`src/rtl/clock_ctrl_pkg.sv`:
```
// Shared types, field codes and BCD helpers for the clock set controller.
// Imported by tick_gen and clock_set_controller.
package clock_ctrl_pkg;

    typedef enum logic [3:0] {
        S_RUN,
        S_T_HH,
        S_T_MM,
        S_T_SS,
        S_T_LOAD,
        S_A_HH,
        S_A_MM,
        S_A_SS,
        S_A_PUT
    } state_t;

    typedef enum logic [1:0] {
        EF_NONE = 2'd0,
        EF_HH   = 2'd1,
        EF_MM   = 2'd2,
        EF_SS   = 2'd3
    } edit_field_t;

    localparam logic [7:0] HH_MAX = 8'h23;
    localparam logic [7:0] MS_MAX = 8'h59;

    // Any value at or past the limit wraps to 00, so stale input cannot escape the range
    function automatic logic [7:0] bcd_wrap_inc(input logic [7:0] v,
                                                input logic [7:0] max);
        if (v >= max) begin
            return 8'h00;
        end
        if (v[3:0] >= 4'd9) begin
            return {v[7:4] + 4'd1, 4'h0};
        end
        return {v[7:4], v[3:0] + 4'd1};
    endfunction

endpackage

```
`src/rtl/clock_set_controller_tick_gen.sv`:
```
// Prescaler producing the one-cycle ena tick; hold parks the count at zero.
// While held, ena is suppressed even if the count was mid-period.
module tick_gen
    import clock_ctrl_pkg::*;
#(
    parameter int TICK_DIV = 100000000
) (
    input  logic i_clk,
    input  logic i_reset,
    input  logic i_hold,
    output logic o_ena
);

    localparam int W = (TICK_DIV > 1) ? $clog2(TICK_DIV) : 1;
    localparam logic [W-1:0] LAST = W'(TICK_DIV - 1);

    logic [W-1:0] r_cnt;
    logic         w_last;

    assign w_last = (r_cnt == LAST);
    assign o_ena  = w_last && !i_hold;

    always_ff @(posedge i_clk) begin
        if (i_reset || i_hold) begin
            r_cnt <= '0;
        end else if (w_last) begin
            r_cnt <= '0;
        end else begin
            r_cnt <= r_cnt + W'(1);
        end
    end

endmodule

```
`src/rtl/clock_set_controller.sv`:
```
// Button sequencer for Digital_Clock: time/alarm editing, load and
// put_alarm strobes, alarm stop (manual or timed) and the 1 Hz ena tick.
module clock_set_controller
    import clock_ctrl_pkg::*;
#(
    parameter int TICK_DIV      = 100000000,
    parameter int ALARM_TIMEOUT = 60
) (
    input  logic       i_clk,
    input  logic       i_reset,
    input  logic       i_btn_mode,
    input  logic       i_btn_ok,
    input  logic       i_btn_inc,
    input  logic [7:0] i_cur_hh,
    input  logic [7:0] i_cur_mm,
    input  logic [7:0] i_cur_ss,
    input  logic       i_alarm_in,
    output logic       o_ena,
    output logic [7:0] o_hh_in,
    output logic [7:0] o_mm_in,
    output logic [7:0] o_ss_in,
    output logic       o_load,
    output logic       o_put_alarm,
    output logic       o_stop_alarm,
    output logic [1:0] o_edit_field,
    output logic       o_setting_alarm
);

    localparam int TW = (ALARM_TIMEOUT > 1) ? $clog2(ALARM_TIMEOUT + 1) : 1;
    localparam logic [TW-1:0] TO_LAST = TW'(ALARM_TIMEOUT - 1);

    state_t      r_state, w_state_nxt;
    logic [7:0]  r_hh, r_mm, r_ss;
    logic [7:0]  w_hh_nxt, w_mm_nxt, w_ss_nxt;
    logic [7:0]  r_ahh, r_amm, r_ass;
    logic [TW-1:0] r_to_cnt;
    logic        r_stop, r_defer;
    logic        w_mode, w_ok, w_inc;
    logic        w_btn_stop, w_auto, w_stop_req, w_strobe_nxt;
    logic        w_hold;
    edit_field_t w_field;

    assign w_mode = i_btn_mode;
    assign w_ok   = i_btn_ok & ~i_btn_mode;
    assign w_inc  = i_btn_inc & ~i_btn_mode & ~i_btn_ok;

    assign w_hold = (r_state == S_T_HH) || (r_state == S_T_MM) ||
                    (r_state == S_T_SS) || (r_state == S_T_LOAD);

    tick_gen #(
        .TICK_DIV(TICK_DIV)
    ) u_tick (
        .i_clk  (i_clk),
        .i_reset(i_reset),
        .i_hold (w_hold),
        .o_ena  (o_ena)
    );

    always_comb begin
        w_state_nxt = r_state;
        w_hh_nxt    = r_hh;
        w_mm_nxt    = r_mm;
        w_ss_nxt    = r_ss;
        w_btn_stop  = 1'b0;
        unique case (r_state)
            S_RUN: begin
                if (i_alarm_in) begin
                    w_btn_stop = w_mode | w_ok;
                end else if (w_mode) begin
                    w_state_nxt = S_T_HH;
                    w_hh_nxt    = i_cur_hh;
                    w_mm_nxt    = i_cur_mm;
                    w_ss_nxt    = i_cur_ss;
                end else if (w_ok) begin
                    w_state_nxt = S_A_HH;
                    w_hh_nxt    = r_ahh;
                    w_mm_nxt    = r_amm;
                    w_ss_nxt    = r_ass;
                end
            end
            S_T_HH, S_A_HH: begin
                if (w_mode) begin
                    w_state_nxt = S_RUN;
                end else if (w_ok) begin
                    w_state_nxt = (r_state == S_T_HH) ? S_T_MM : S_A_MM;
                end else if (w_inc) begin
                    w_hh_nxt = bcd_wrap_inc(r_hh, HH_MAX);
                end
            end
            S_T_MM, S_A_MM: begin
                if (w_mode) begin
                    w_state_nxt = S_RUN;
                end else if (w_ok) begin
                    w_state_nxt = (r_state == S_T_MM) ? S_T_SS : S_A_SS;
                end else if (w_inc) begin
                    w_mm_nxt = bcd_wrap_inc(r_mm, MS_MAX);
                end
            end
            S_T_SS, S_A_SS: begin
                if (w_mode) begin
                    w_state_nxt = S_RUN;
                end else if (w_ok) begin
                    w_state_nxt = (r_state == S_T_SS) ? S_T_LOAD : S_A_PUT;
                end else if (w_inc) begin
                    w_ss_nxt = bcd_wrap_inc(r_ss, MS_MAX);
                end
            end
            default: begin
                w_state_nxt = S_RUN;
            end
        endcase
    end

    // A stop landing on a load/put cycle slips one cycle to keep strobes exclusive
    assign w_auto       = i_alarm_in && o_ena && (r_to_cnt == TO_LAST);
    assign w_stop_req   = w_auto | w_btn_stop | r_defer;
    assign w_strobe_nxt = (w_state_nxt == S_T_LOAD) || (w_state_nxt == S_A_PUT);

    always_ff @(posedge i_clk) begin
        if (i_reset) begin
            r_state  <= S_RUN;
            r_hh     <= 8'h00;
            r_mm     <= 8'h00;
            r_ss     <= 8'h00;
            r_ahh    <= 8'h00;
            r_amm    <= 8'h00;
            r_ass    <= 8'h00;
            r_to_cnt <= '0;
            r_stop   <= 1'b0;
            r_defer  <= 1'b0;
        end else begin
            r_state <= w_state_nxt;
            r_hh    <= w_hh_nxt;
            r_mm    <= w_mm_nxt;
            r_ss    <= w_ss_nxt;
            if (r_state == S_A_PUT) begin
                r_ahh <= r_hh;
                r_amm <= r_mm;
                r_ass <= r_ss;
            end
            if (!i_alarm_in || w_stop_req) begin
                r_to_cnt <= '0;
            end else if (o_ena) begin
                r_to_cnt <= r_to_cnt + TW'(1);
            end
            r_stop  <= w_stop_req && !w_strobe_nxt;
            r_defer <= w_stop_req && w_strobe_nxt;
        end
    end

    always_comb begin
        w_field = EF_NONE;
        unique case (r_state)
            S_T_HH, S_A_HH: w_field = EF_HH;
            S_T_MM, S_A_MM: w_field = EF_MM;
            S_T_SS, S_A_SS: w_field = EF_SS;
            default:        w_field = EF_NONE;
        endcase
    end

    assign o_edit_field    = w_field;
    assign o_hh_in         = r_hh;
    assign o_mm_in         = r_mm;
    assign o_ss_in         = r_ss;
    assign o_load          = (r_state == S_T_LOAD);
    assign o_put_alarm     = (r_state == S_A_PUT);
    assign o_stop_alarm    = r_stop;
    assign o_setting_alarm = (r_state == S_A_HH) || (r_state == S_A_MM) ||
                             (r_state == S_A_SS) || (r_state == S_A_PUT);

endmodule

```
`config.mk`:
```
export PLATFORM = sky130hd
export DESIGN_NAME = clock_set_controller
export DESIGN_NICKNAME = d
export VERILOG_FILES = /design/src/rtl/clock_ctrl_pkg.sv /design/src/rtl/clock_set_controller_tick_gen.sv /design/src/rtl/clock_set_controller.sv
export SDC_FILE = /design/constraint.sdc
export NUM_CORES = 1
export LEC_CHECK = 0
export ABC_AREA = 1
export CORE_MARGIN = 4
export CORE_UTILIZATION = 54
export DETAILED_ROUTE_END_ITERATION = 10
export HOLD_SLACK_MARGIN = 0.12
export PLACE_DENSITY = 0.78
export SYNTH_ARGS = -nofsm -noshare
export SYNTH_HDL_FRONTEND = slang
export SYNTH_HIERARCHICAL = 1
export SYNTH_SLANG_ARGS = --single-unit
```
`constraint.sdc`:
```
create_clock -name i_clk -period 4.1 [get_ports i_clk]
set_input_delay 1.025 -clock i_clk [delete_from_list [all_inputs] [get_ports i_clk]]
set_output_delay 1.025 -clock i_clk [all_outputs]
set_load 0.01 [all_outputs]
```
* Yosys cells after proc, flatten, opt, wreduce, memory -nomap -nowiden *
Index checks and enable logic that the tools add are counted.

operators by class
  $add $sub $neg = 8
  $lt $le $gt $ge = 6
  equal/unequal tests = 26
  multiplexer cells = 82
  bitwise logic cells = 8
  reductions and logical operators = 32

operators by type and width
  kind                     number
  $mux W8                  30
  $pmux W8 S2              3
  $mux W4                  10
  $mux W1                  35
  $add A27 B1 Y27 const B  1
  $eq A27 B27 Y1 const B   1
  $add A4 B1 Y4 const B    6
  $reduce_and A7 Y1        3
  $eq A4 B3 Y1 const B     5
  $ne A2 B2 Y1 const B     10
  $reduce_and A6 Y1        3
  $ge A8 B7 Y1 const B     2
  $pmux W4 S4              1
  $ge A4 B4 Y1 const B     3
  $ne A3 B3 Y1 const B     4
  $reduce_or A2 Y1         5
  $logic_or A1 B1 Y1       9
  $eq A4 B2 Y1 const B     2
  $eq A4 B4 Y1 const B     2
  $ge A8 B6 Y1 const B     1
  $add A6 B1 Y6 const B    1
  $eq A6 B6 Y1 const B     1
  $mux W3                  2
  $pmux W2 S3              1
  other kinds (8)          21

storage, ports and cells
  register bits after elaboration = 87
  word-level logic and storage cells = 176

* Depth between registers and ports, before layout *
  depth after elaboration = 18
  gate-level depth with buffers = 12
  depth with buffers taken out = 12

* By module *
The synthesis kept the hierarchy.

by module, submodules not included
  module                instances  cells each  area an instance (um^2)
  clock_set_controller  1          469         3355.7
  tick_gen              1          227         1483.9

* Least setup slack after synthesis *
Ideal clock, no wire load.

  kind = reg-to-output
  from = register r_state[3]
  to = output port o_ena
  arrival = 1335 ps
  path slack = 1740 ps
  stages on the path, launching flop included = 6
  buffers on the path = 0
  cells stage by stage = dfxtp_1 -> inv_2 -> nand2_1 -> nor2_1 -> o21bai_1 -> nor2_1

RTL lines
  element                 line                                 source
  from (decl)             clock_set_controller.sv:32           state_t r_state, w_state_nxt;
  from (signal assigned)  clock_set_controller.sv:132          r_state <= w_state_nxt;
  $eq A4 B3 Y1            --
  net o_load              clock_set_controller.sv:22           output logic o_load,
  $logic_or A1 B1 Y1      clock_set_controller.sv:48           (r_state == S_T_SS) || (r_state == S_T_LOAD);
  net w_hold              clock_set_controller.sv:40           logic w_hold;
  $logic_not A1 Y1        clock_set_controller_tick_gen.sv:21  assign o_ena = w_last && !i_hold;
  $logic_and A1 B1 Y1     clock_set_controller_tick_gen.sv:21
  to (decl)               clock_set_controller.sv:18           output logic o_ena,

The timed path passes the listed nets, and every way through them passes these cells.

* Final worst setup path *
  from = register u_tick.r_cnt[0]
  to = output port o_ena

on the way
  word-level cells in the longest chain between the ends = 2

RTL lines
  element                 line                                 source
  from (decl)             clock_set_controller_tick_gen.sv:17  logic [W-1:0] r_cnt;
  from (signal assigned)  clock_set_controller_tick_gen.sv:29  r_cnt <= r_cnt + W'(1);
  $eq A27 B27 Y1          clock_set_controller_tick_gen.sv:20  assign w_last = (r_cnt == LAST);
  $logic_and A1 B1 Y1     clock_set_controller_tick_gen.sv:21

No other way between the ends.

==> impl_results.md <==
* Ys flop type: dfxtp_1
* Gr usage total at 23.7%
* Vias per cell at 5.39
* Bufs and invs on worst path at 2
* FFs w/ async S/R, synth at 0%
* Crit path largest cell delay at 0.66 ns
* RSZ-0062 raised after global routing: no
* Antenna violations before repair at 0
* Clock root buffer master: clkbuf_8
* Final worst-path cycle share at 86.8%
* Post-synth top area cell: dfxtp_1
* Worst Hold Slack at 0.451 ns
* ANT nets after route at 0
* Cts repair resizes at 0
* DRC at 0
* Data arrival time of the critical path at 2.53 ns
* Pleak at 2.23 nW
* Initial DRC count at 310
* Vert. Die Dim at 103 um
* Via count at 4667
* Distinct cells, synth at 41
* Final wirelength at 12.0 mm
* Most frequent cells in the layout: nand2_1, nor2_1, dfxtp_1, inv_1, clkdlybuf4s50_1
* Core Area at 8720 um^2
* Hold Crit Class: register to register
* Worst-path clk slew at 0.08 ns
* Final net count at 800
* GPL Wtd Cong at 0.847
* Setup crit end kind: output pin
* Mapped Cells at 696
* Synthesis-stage register bit count at 87
* Post-route setup TNS at 0 ns
* Synth Area per Inst at 6.95 um^2
* CP max FO at 6
* Number of synthesized flops with an enable pin at 0
* Top cells by area, synth: dfxtp_1, nand2_1, nor2_1
* Startpoint types: register
* Crit Path Category: register to output pin
* Largest delay share family, worst path: simple AND/OR/NAND/NOR gates
* Post-synthesis sequential area ratio at 36.0%
* Buffers on Ports at 60
* Clock Sinks at 87
* Top Ports at 61
* Worst skew pair latency at 0.36 ns
* Peak supply drop at 160 uV
* Final-report max-slew violation count at 0
* Power per cell area at 334 nW/um^2
* Max Clk Rate at 0.281 GHz
* Initial Util at 55.5%
* Largest net degree at the start of global routing at 42
* Post-CTS Hold Fix Bufs at 0
* Cell area after synthesis at 4840 um^2
* Drt first pass iters at 5
* Synth Warn # at 6
* Hold Vio Cnt, Final at 0
* Slowest-stage cell, CP: clkdlybuf4s50_1
* Routed WL per cell at 13.8 um
* Final setup viols at 0
* Detailed Place HPWL at 8.55 mm
* Site row count at 34
* Syn_nets at 743
* Worst Max-Slew Pin Slew at 0.728 ns
* Status: complete, no violations
* Post-synth top area share at 36.0%
* Setup Buffers After CTS at 0
* Register area at 1740 um^2
* WP data required at 3.07 ns
* Total CTS buffers at 9
* Area of the die at 10500 um^2
* Commonest non-fill, non-tap cell in the layout: nand2_1
* CTS tree: built
* Layout Area Growth over Synthesis at 18.4%
* DIE WIDTH at 103 um
* Max cap viols at 0
* Tmin final at 3.56 ns
* Footprint of the multi-input gates at 2720 um^2
* Relative slew margins at 51.3%
* Global-route wire length before repair at 20.2 mm
* GRT overflow at 0
* CP cell instances: ha_1, nand3_2, inv_2, nand2_4, nor2_2, nand2_2, nor2_1, clkdlybuf4s50_1
* H-tree levels at 3
* Antenna Cells at 0
* Vias in the first global route at 4555
* Clock skew at 0.0148 ns
* Share of cells above drive strength 1 at 8.31%
* Filler instances at 773
* Longest Clk Path Bufs at 2
## cell usage after synthesis, types with 5 or more instances
master,n
nand3_1,29
inv_2,6
or2_2,7
nor2_1,108
ha_1,17
nand4_1,7
clkbuf_1,5
xor2_1,12
inv_1,64
a21oi_1,58
nor2_4,8
nand2_1,163
buf_4,6
dfxtp_1,87
buf_2,6
o22ai_1,6
xnor2_1,9
o21ai_0,49
## cells by family after synthesis
| kind of cell | Yosys count | synth area share (%) |
|---|---|---|
| XOR/XNOR | 21 | 3.80 |
| multiplexers | 3 | 0.621 |
| AO/OA/AOI/OAI | 129 | 14.8 |
| AND/OR/NAND/NOR | 350 | 32.5 |
| flip-flops | 87 | 36.0 |
| buffers and inverters | 89 | 7.83 |
| adder cells (fa/ha/maj) | 17 | 4.39 |
## path summary, 6_finish.rpt
kind	startpoint	to	slack, ns	cells after the start
worst max register to register	u_tick/r_cnt[0]	r_to_cnt[4]	1.75	11
worst max-delay path	u_tick/r_cnt[0]	o_ena	0.54	8
worst min register to register	u_tick/r_cnt[0]	u_tick/r_cnt[0]	0.45	1
worst min-delay path	u_tick/r_cnt[0]	u_tick/r_cnt[0]	0.45	1
## state kept, by name (all words and copies together) (netlist names)
register and count:
r_ass 8, o_hh_in 8, o_mm_in 8, u_tick/r_cnt 27, r_state 4, o_ss_in 8, r_amm 8, o_stop_alarm 1
r_to_cnt 6, r_ahh 8, r_defer 1
## report_power, final
group,internal [mW],switching (mW)
Combinational,0.141,0.177
Clock,0.376,0.310
Sequential,0.873,0.0352
Total,1.39,0.522
## per-layer routing
metal	wire (um)	vias to the layer above	track usage, %	part of all wire (%)
met5	0	-	0	0
met4	146	0	8.88	1.2
met3	541	16	2.57	4.5
met2	5760	134	39.3	48
met1	5520	2166	31.7	46
li1	-	2351	-	-
## worst register-to-register path: cells and delay by family, from the launching register on
family | cells | cell delay (ns)
AOI/OAI and AO/OA | 1 | 0.26
adders and majority gates | 1 | 0.20
DFF | 1 | 0.36
buffers and inverters | 1 | 0.13
and+or+nand+nor | 8 | 1.30
## metrics by stage
step           cell area, um^2  utilization [%]  setup slack [ns]  instances  power [mW]
2_1_floorplan             4840                -              1.74        696        1.11
3_3_place_gp              5500             63.0              1.05        850        1.23
3_5_place_dp              5500             63.0             0.960        850        1.24
4_1_cts                   5730             65.7             0.533        866        1.92
5_1_grt                   5730             65.7             0.377        866        2.00
6_report                  5730             65.7             0.543        866        1.91
## area by class of cell
type | count | area share [%]
Clock buffer | 11 | 2.64
Timing Repair Buffer | 65 | 11.1
Inverter | 70 | 4.59
Sequential cell | 87 | 30.4
Clock inverter | 5 | 1.40
Tap cell | 108 | 2.36
Multi-Input combinational cell | 520 | 47.5
Note: power is estimated with default switching activity, not from simulation.
